File: config.mk
export PLATFORM = sky130hd
export DESIGN_NAME = fft_stage_ctrl
export DESIGN_NICKNAME = d
export VERILOG_FILES = /design/src/rtl/fft_stage_ctrl.sv
export SDC_FILE = /design/constraint.sdc
export NUM_CORES = 1
export LEC_CHECK = 0
export ABC_AREA = 1
export BUFFER_PORTS_ARGS = -buffer_cell sky130_fd_sc_hd__buf_2
export CORE_ASPECT_RATIO = 1.4
export CORE_MARGIN = 2
export CORE_UTILIZATION = 57
export DETAILED_ROUTE_END_ITERATION = 16
export PLACE_DENSITY_LB_ADDON = 0.12
export SETUP_SLACK_MARGIN = 0.02
export SYNTH_ARGS = -nofsm -noshare
export SYNTH_HDL_FRONTEND = slang
export SYNTH_SLANG_ARGS = --single-unit
export TNS_END_PERCENT = 20
File: constraint.sdc
create_clock -name clk -period 3.4 [get_ports clk]
set_input_delay 0.34 -clock clk [delete_from_list [all_inputs] [get_ports clk]]
set_output_delay 0.34 -clock clk [all_outputs]
set_load 0.05 [all_outputs]
File: src/rtl/fft_stage_ctrl.sv
// Stage/butterfly sequencer for the in-place radix-2 DIT FFT engine.
// Issues one butterfly read per cycle, delays it into write-back, and drains between stages.
module fft_stage_ctrl #(
    parameter int unsigned LOG2N    = 6,
    parameter int unsigned PIPE_LAT = 3
) (
    input  logic                     clk,
    input  logic                     rstb,
    input  logic                     start,
    output logic                     busy,
    output logic                     done,
    output logic [$clog2(LOG2N)-1:0] stage,
    output logic                     rd_en,
    output logic [LOG2N-1:0]         rd_addr_a,
    output logic [LOG2N-1:0]         rd_addr_b,
    output logic [LOG2N-2:0]         tw_addr,
    output logic                     wr_en,
    output logic [LOG2N-1:0]         wr_addr_a,
    output logic [LOG2N-1:0]         wr_addr_b
);

    localparam int unsigned AW = LOG2N;
    localparam int unsigned KW = LOG2N - 1;
    localparam int unsigned SW = $clog2(LOG2N);
    localparam int unsigned DW = $clog2(PIPE_LAT + 1);
    localparam int unsigned WBW = 2 * AW + 1;

    localparam logic [KW-1:0] LAST_K     = KW'((1 << KW) - 1);
    localparam logic [SW-1:0] LAST_STAGE = SW'(LOG2N - 1);
    localparam logic [DW-1:0] LAST_DRAIN = DW'(PIPE_LAT - 1);
    localparam logic [SW-1:0] TW_SHIFT   = SW'(LOG2N - 1);

    typedef enum logic [1:0] {
        S_IDLE,
        S_RUN,
        S_DRAIN,
        S_DONE
    } state_t;

    state_t        state, state_d;
    logic [SW-1:0] s, s_d;
    logic [KW-1:0] k, k_d;
    logic [DW-1:0] dcnt, dcnt_d;

    // Address arithmetic on the next-cycle counters so the outputs leave flops
    logic [AW-1:0] kx, span, pos, grp;
    logic [AW-1:0] addr_a_d, addr_b_d;
    logic [KW-1:0] tw_d;
    logic          rd_en_d;

    logic [WBW-1:0] pipe [PIPE_LAT];

    always_ff @(posedge clk or negedge rstb) begin
        if (!rstb) begin
            state <= S_IDLE;
            s     <= '0;
            k     <= '0;
            dcnt  <= '0;
        end else begin
            state <= state_d;
            s     <= s_d;
            k     <= k_d;
            dcnt  <= dcnt_d;
        end
    end

    always_comb begin
        state_d = state;
        s_d     = s;
        k_d     = k;
        dcnt_d  = dcnt;
        case (state)
            S_IDLE: begin
                if (start) begin
                    state_d = S_RUN;
                    s_d     = '0;
                    k_d     = '0;
                end
            end
            S_RUN: begin
                if (k == LAST_K) begin
                    state_d = S_DRAIN;
                    k_d     = '0;
                    dcnt_d  = '0;
                end else begin
                    k_d = k + KW'(1);
                end
            end
            S_DRAIN: begin
                // Hold reads off until the last write of this stage has landed
                if (dcnt == LAST_DRAIN) begin
                    dcnt_d = '0;
                    if (s < LAST_STAGE) begin
                        s_d     = s + SW'(1);
                        state_d = S_RUN;
                    end else begin
                        state_d = S_DONE;
                    end
                end else begin
                    dcnt_d = dcnt + DW'(1);
                end
            end
            S_DONE: begin
                state_d = S_IDLE;
                s_d     = '0;
            end
            default: begin
                state_d = S_IDLE;
            end
        endcase
    end

    always_comb begin
        rd_en_d  = (state_d == S_RUN);
        kx       = AW'(k_d);
        span     = AW'(1) << s_d;
        pos      = kx & (span - AW'(1));
        grp      = kx >> s_d;
        addr_a_d = ((grp << s_d) << 1) | pos;
        addr_b_d = addr_a_d + span;
        tw_d     = KW'(pos << (TW_SHIFT - s_d));
        // Addresses are parked at zero whenever no read is issued
        if (!rd_en_d) begin
            addr_a_d = '0;
            addr_b_d = '0;
            tw_d     = '0;
        end
    end

    always_ff @(posedge clk or negedge rstb) begin
        if (!rstb) begin
            busy      <= 1'b0;
            done      <= 1'b0;
            stage     <= '0;
            rd_en     <= 1'b0;
            rd_addr_a <= '0;
            rd_addr_b <= '0;
            tw_addr   <= '0;
        end else begin
            busy      <= (state_d != S_IDLE);
            done      <= (state_d == S_DONE);
            stage     <= s_d;
            rd_en     <= rd_en_d;
            rd_addr_a <= addr_a_d;
            rd_addr_b <= addr_b_d;
            tw_addr   <= tw_d;
        end
    end

    // Write-back delay line matching the butterfly datapath latency
    always_ff @(posedge clk or negedge rstb) begin
        if (!rstb) begin
            for (int i = 0; i < int'(PIPE_LAT); i++) begin
                pipe[i] <= '0;
            end
        end else begin
            pipe[0] <= {rd_en, rd_addr_a, rd_addr_b};
            for (int i = 1; i < int'(PIPE_LAT); i++) begin
                pipe[i] <= pipe[i-1];
            end
        end
    end

    assign {wr_en, wr_addr_a, wr_addr_b} = pipe[PIPE_LAT-1];

endmodule

==> out/results.tsv, run 1 <==
metric	value	unit
Top delay family on crit path	simple AND/OR/NAND/NOR gates	
most frequent CP cell	nand2_1	
via/cell ratio	4.94	
Top Ports	39	
P_int	1.14	mW
vias in the first global route	2021	
Inserted Clock Buffers	9	
CORE AREA	5160	um^2
Clk pin slew, worst setup/hold paths	0.08	ns
Post-DRT Antenna Nets	0	
drt first pass iters	4	
share of the yosys chip area belonging to registers	58.3	%
Synth warnings	0	
Net count, final	365	
critical path's slowest cell	dfrtp_1	
CTS tree	done	
via count	2088	
global-route wire length before repair	9200	um
largest net degree at the start of global routing	63	
Async SR Flop Fraction	100	%
ANT cells	0	
CP Max Fanout	7	
CTS H-tree lvls	3	
Unique masters post-synth	33	
WL/cell	12.8	um
Site Rows	31	
Pins Over Slew Limit	0	
layout cells sized above 1	29.4	%
aggregate global routing overflow	0	
Setup TNS Final	0	ns
max_cap viols	0	
clk_lat worst skew	0.34	ns
switch share	22.8	%
Core Util, Final	67.9	%
Tot Pwr	1.48	mW
Clk pwr share	40.1	%
CP Data Arrival Time	3.29	ns
DRC errors left	0	
CP Buf/Inv Count	1	
Synth top cells by count	nand2_1 (72), dfrtp_1 (71), inv_1 (27)	
Psw	0.338	mW
Peak VDD IR	0.344	mV
die area	5950	um^2
Synth Instances	307	
Leakage	1.79	nW
PwrDens	422	nW/um^2
post-DP HPWL	4020	um
starting DRC count in detailed routing	150	
syn nets	320	
EDFF count, synth	0	
Die Ht	90.5	um
Final Hold Fails	0	
critical path class	reg -> reg	
CP Launch Type	flip-flop	
FF+latch count, synth	71	
placement-stage cell area	3230	um^2
relative slew slack	52.1	%
Worst Setup End Kind	flip-flop	
area leader, netlist	dfrtp_1	
sequential share of power	57.5	%
Mean Syn Cell Area	9.92	um^2
initial antenna violation count	0	
Clock Skew	0.0132	ns
synth top area cells	dfrtp_1 (58%), nand2_1 (8.9%), ha_1 (3.7%)	
peak per-stage delay on the critical path	0.40	ns
Initial Util	59.0	%
GRT Overall Usage	20.9	%
Hold Path Class	in -> reg	
WP data required	3.63	ns
top-count cell post-synth	nand2_1	
finished layout cell area	3500	um^2
DRT Wirelength	5410	um
Tmin final	3.06	ns
Clock Sinks	71	
dominant synthesized flop cell	dfrtp_1	
Fin Hold WS	0.332	ns
# setup viols final	0	
status	finished clean	
mapped cell area	3050	um^2
CTS Root Cell	clkbuf_8	
Die X	65.8	um
Least-Margin Pin Slew	0.718	ns
GP Congestion	0.918	
Synth-to-Final Area Change	15.1	%
input/output buffers	38	
Yosys top cell area share	58.3	%
Final Cycle Share	89.9	%
Comb power frac	2.5	%
clk buf depth	2	
Fmax achieved	327	MHz
==> routing by layer <==
metal	track usage (%)	share of wire, %	vias to the layer above
met2	33.2	50	58
met3	4.99	5.5	15
met4	10.8	3.1	0
met5	0	0	-
met1	26.0	42	969
li1	-	-	1046
==> tightest hold or removal path: cells and delay by family <==
family,cells,cell delay [ns]
buffers and inverters,1,0.11
AND/OR/NAND/NOR,1,0.10
AO/OA/AOI/OAI,1,0.07
==> layout by cell type, fill, tap and decap left out, drive strengths merged <==
| master | instances |
|---|---|
| o21a | 1 |
| nand4 | 3 |
| xnor2 | 1 |
| ha | 9 |
| nand3 | 24 |
| conb | 1 |
| dlygate4sd3 | 1 |
| buf | 48 |
| a21oi | 12 |
| nand3b | 1 |
| dfrtp | 71 |
| o21bai | 1 |
| fa | 1 |
| clkbuf | 10 |
| nor3 | 2 |
| o31ai | 1 |
| o211ai | 1 |
| clkinv | 4 |
| clkinvlp | 1 |
| inv | 34 |
| o21ai | 13 |
| or2 | 1 |
| nand2 | 86 |
| nor2 | 30 |
==> worst paths after layout <==
| path | startpoint | to | slack, ns | cells after the start |
|---|---|---|---|---|
| hold reg to reg | pipe[25] | wr_en | 0.35 | 0 |
| max in group asynchronous | rstb | k[4] | 2.05 | 3 |
| min in group asynchronous | rstb | done | 0.38 | 2 |
| hold / removal | start | state[0] | 0.33 | 3 |
| setup reg to reg | k[0] | rd_addr_b[5] | 0.34 | 25 |
| setup / recovery | k[0] | rd_addr_b[5] | 0.34 | 25 |
==> flip-flops by register name, indices dropped and copies added, names as in the netlist, 2 cells and up <==
register   count
k              5
rd_addr_a      6
rd_addr_b      6
pipe          26
state          2
dcnt           2
wr_addr_a      6
tw_addr        5
wr_addr_b      6
stage          3
==> power groups by stage <==
stage	Sequential (mW)	Clock, mW	Combinational [mW]
6_report	0.850	0.592	0.0366
2_1_floorplan	0.873	0	0.0101
4_1_cts	0.850	0.614	0.0380
5_1_grt	0.850	0.654	0.0419
3_5_place_dp	0.866	0	0.0372
3_3_place_gp	0.866	0	0.0367
==> layout make-up <==
class / count / area, um^2
Multi-Input combinational cell: 188 / 1060
Inverter: 33 / 124
Timing Repair Buffer: 49 / 275
Clock inverter: 6 / 43.8
Sequential cell: 71 / 1780
Tap cell: 66 / 82.6
Fill cell: 399 / 1650
Clock buffer: 10 / 138
==> kinds of logic (layout without fill, tap and decap cells) <==
family / after synthesis / after routing / synth area share, %
AO/OA/AOI/OAI: 29 / 29 / 6.08
XOR/XNOR: 1 / 1 / 0.288
adder cells (fa/ha/maj): 10 / 10 / 4.36
buffers and inverters: 48 / 98 / 7.89
flip-flops: 71 / 71 / 58.3
other: 1 / 1 / 0.123
AND/OR/NAND/NOR: 147 / 147 / 22.9
==> through the flow <==
stage               std cells  setup slack, ns
floorplan                 307            0.351
global placement          400            0.344
detailed placement        400            0.243
CTS                       417            0.239
global route              423       -0.0000555
finish                    423            0.345
==> what timing repair did <==
| action | in CTS | in global routing |
|---|---|---|
| gates resized for setup | 0 | 8 |
| endpoints found under the setup margin | 0 | 2 |
| buffers inserted | 0 | 6 |
| hold buffers | 1 | 0 |
| endpoints found under the hold margin | 9 | 0 |
Power figures use the tool's default switching activity.
==> inputs of run 2 (changes only) <==
- ABC_AREA: 1 -> unset
- CORE_UTILIZATION: 57 -> 56
- PLACE_DENSITY: unset -> 0.78
- PLACE_DENSITY_LB_ADDON: 0.12 -> unset
==> out/results.tsv, run 2 <==
metric	value	unit	change
via count	1831		-12%
starting DRC count in detailed routing	144		-4.0%
top-count cell post-synth	dfrtp_1		
global-route wire length before repair	8830	um	-4.0%
max reg flops	26		unchanged
clk_lat worst skew	0.35	ns	about the same
Top Ports	39		unchanged
DRT Wirelength	5380	um	-0.54%
GP Congestion	0.918		about the same
Largest Register	pipe		
Peak VDD IR	0.509	mV	+48%
Core Util, Final	66.7	%	-1.2 points
most frequent cells in the layout	dfrtp_1 (70), buf_2 (38), nor2_1 (19)		
Fin Hold WS	0.344	ns	+0.0125 ns
Synth warnings	0		unchanged
placed cell count	324		-19%
aggregate global routing overflow	0		unchanged
Clock Skew	0.00597	ns	-0.00724 ns
Fmax achieved	318	MHz	-2.9%
critical path class	reg -> reg		
Yosys top cell area share	62.3	%	+4.0 points
PwrDens	1010	nW/um^2	+140%
Final Cycle Share	92.6	%	+2.7 points
Unique masters post-synth	52		+58%
CP Max Fanout	15		+8
Pins Over Slew Limit	0		unchanged
dominant synthesized flop cell	dfrtp_1		
drt first pass iters	4		unchanged
vias in the first global route	1838		-9.1%
CP Data Arrival Time	3.36	ns	+0.07 ns
layout cells sized above 1	25.6	%	-3.8 points
syn nets	249		-22%
Register-to-Register Path Depth	12		-52%
Tmin final	3.15	ns	+0.0928 ns
Synth top cells by count	dfrtp_1 (71), nor2_1 (19), a21oi_1 (16)		
largest net degree at the start of global routing	30		-52%
Net count, final	285		-22%
CORE AREA	4880	um^2	-5.4%
Clk pin slew, worst setup/hold paths	0.08	ns	about the same
Hold Path Class	reg -> reg		
Leakage	1.58	nW	-12%
Synth-to-Final Area Change	14.2	%	
post-DP HPWL	3740	um	-7.2%
Worst Setup End Kind	flip-flop		
clk buf depth	2		unchanged
Mean Syn Cell Area	12.1	um^2	+22%
max_cap viols	0		unchanged
area leader, netlist	dfrtp_1		
Die Ht	88.4	um	-2.3%
FF+latch count, synth	71		unchanged
status	finished clean		
Site Rows	30		-3.2%
Setup WS pre-CTS	0.175	ns	-0.0672 ns
ANT cells	0		unchanged
CTS H-tree lvls	3		unchanged
worst setup path end	rd_addr_b[5]		
CP Launch Type	flip-flop		
met1 usage	24.4	%	-1.7 points
launching element of the worst setup path	state[0]		
Setup TNS Final	0	ns	unchanged
DRC errors left	0		unchanged
share of the yosys chip area belonging to registers	62.3	%	+4.0 points
mapped cell area	2850	um^2	-6.4%
Inserted Clock Buffers	9		unchanged
final std cells w/o fill	341		-19%
Clock Sinks	71		unchanged
GRT Max-Usage Layer	met2		
relative slew slack	64.1	%	+12 points
met2 usage	37.1	%	+4.0 points
most common cell after layout, fill and taps aside	dfrtp_1		
Worst Setup Slack, final	0.252	ns	-0.0928 ns
r2r startpoint	state[0]		
WL/cell	15.8	um	+23%
R2R setup slack	0.25	ns	-0.09 ns
Post-DRT Antenna Nets	0		unchanged
# setup viols final	0		unchanged
Final Hold Fails	0		unchanged
initial antenna violation count	0		unchanged
worst r2r dst	rd_addr_b[5]		
via/cell ratio	5.37		+8.8%
EDFF count, synth	0		unchanged
CTS Root Cell	clkbuf_8		
Initial Util	58.4	%	-0.60 points
RSZ-0062 raised after global routing	no		
input/output buffers	38		unchanged
Least-Margin Pin Slew	0.539	ns	-0.179 ns
synth top area cells	dfrtp_1 (62%), ha_1 (3.9%), buf_4 (3.2%)		
GRT Overall Usage	21.2	%	+0.37 points
Async SR Flop Fraction	100	%	unchanged
Synth Instances	236		-23%
GR Util met3	4.58	%	-0.41 points
Die X	64.3	um	-2.2%
die area	5690	um^2	-4.4%
WP data required	3.61	ns	-0.02 ns
CTS tree	done		
run 2: changes by cell type after synthesis, moves of 4 or more:
| cell | previous run | this run |
|---|---|---|
| nand2_1 | 72 | 10 |
| inv_1 | 27 | 10 |
| nand3_1 | 21 | 4 |
| nand2_2 | 11 | 1 |
| nor3_1 | 1 | 11 |
| a21oi_1 | 10 | 16 |
| nor2_2 | 6 | 0 |
| and2_1 | 0 | 5 |
| a211oi_1 | 0 | 4 |
| inv_2 | 6 | 2 |
| nor2b_1 | 0 | 4 |
| o21ai_1 | 5 | 1 |
run 2: per-stage QoR:
stage	total power, mW	instance area, um^2
after floorplan	2.31	2850
after global placement	2.49	3010
after detailed placement	2.54	3010
after CTS	3.31	3250
after global routing	3.47	3260
final	3.29	3260
run 2: metal layers:
layer / vias to the layer above / share of wire (%)
met5: - / 0
met4: 0 / 1.7
met3: 8 / 4.1
met2: 49 / 55
met1: 902 / 39
li1: 872 / -
run 2: kinds of logic after synthesis:
family / after synthesis / synth area share, %
other: 1 / 0.132
adder cells (fa/ha/maj): 10 / 4.65
XOR/XNOR: 4 / 1.23
AND/OR/NAND/NOR: 70 / 12.7
flip-flops: 71 / 62.3
buffers and inverters: 31 / 6.89
AO/OA/AOI/OAI: 47 / 11.4
multiplexers: 2 / 0.746
run 2: where the power goes:
part / total (mW) / switching, mW / internal (mW) / leakage [nW]
clock network: 0.753 / 0.329 / 0.424 / 0.117
registers: 1.28 / 0.138 / 1.14 / 0.881
logic: 1.26 / 0.917 / 0.338 / 0.578
total: 3.29 / 1.38 / 1.90 / 1.58
run 2: worst min-delay path by stage:
stage                  start       end  depth (start not counted)
finish              pipe[27]  pipe[14]                          0
global route        pipe[27]  pipe[14]                          0
CTS                 pipe[27]  pipe[14]                          0
detailed placement  pipe[35]  pipe[22]                          0
global placement    pipe[36]  pipe[23]                          0
floorplan               rstb      busy                          0
run 2: critical path, cell delays in order, from the launching register on:
cell and delay (ns):
dfrtp_1 0.54, nand2b_1 0.30, o32a_2 0.50, ha_1 0.24, and4_1 0.15, o21ai_1 0.15, nand2_1 0.08, ha_1 0.34
a21oi_1 0.22, o21bai_1 0.09, a21oi_1 0.19, o21a_1 0.16, nor3_1 0.04
run 2: cell type report:
type | instances | area, um^2
clock inverters | 7 | 103
repair buffers | 43 | 230
multi-input cells | 134 | 888
well taps | 64 | 80.1
inverters | 13 | 53.8
fillers | 370 | 1620
flip-flops and latches | 71 | 1780
clock buffers | 9 | 124
run 2: what timing repair did:
item                                    CTS  global route
gates resized for setup                   0             3
endpoints found under the setup margin    0             1
hold buffers                              1             0
endpoints found under the hold margin    22             0
buffers inserted                          0             0
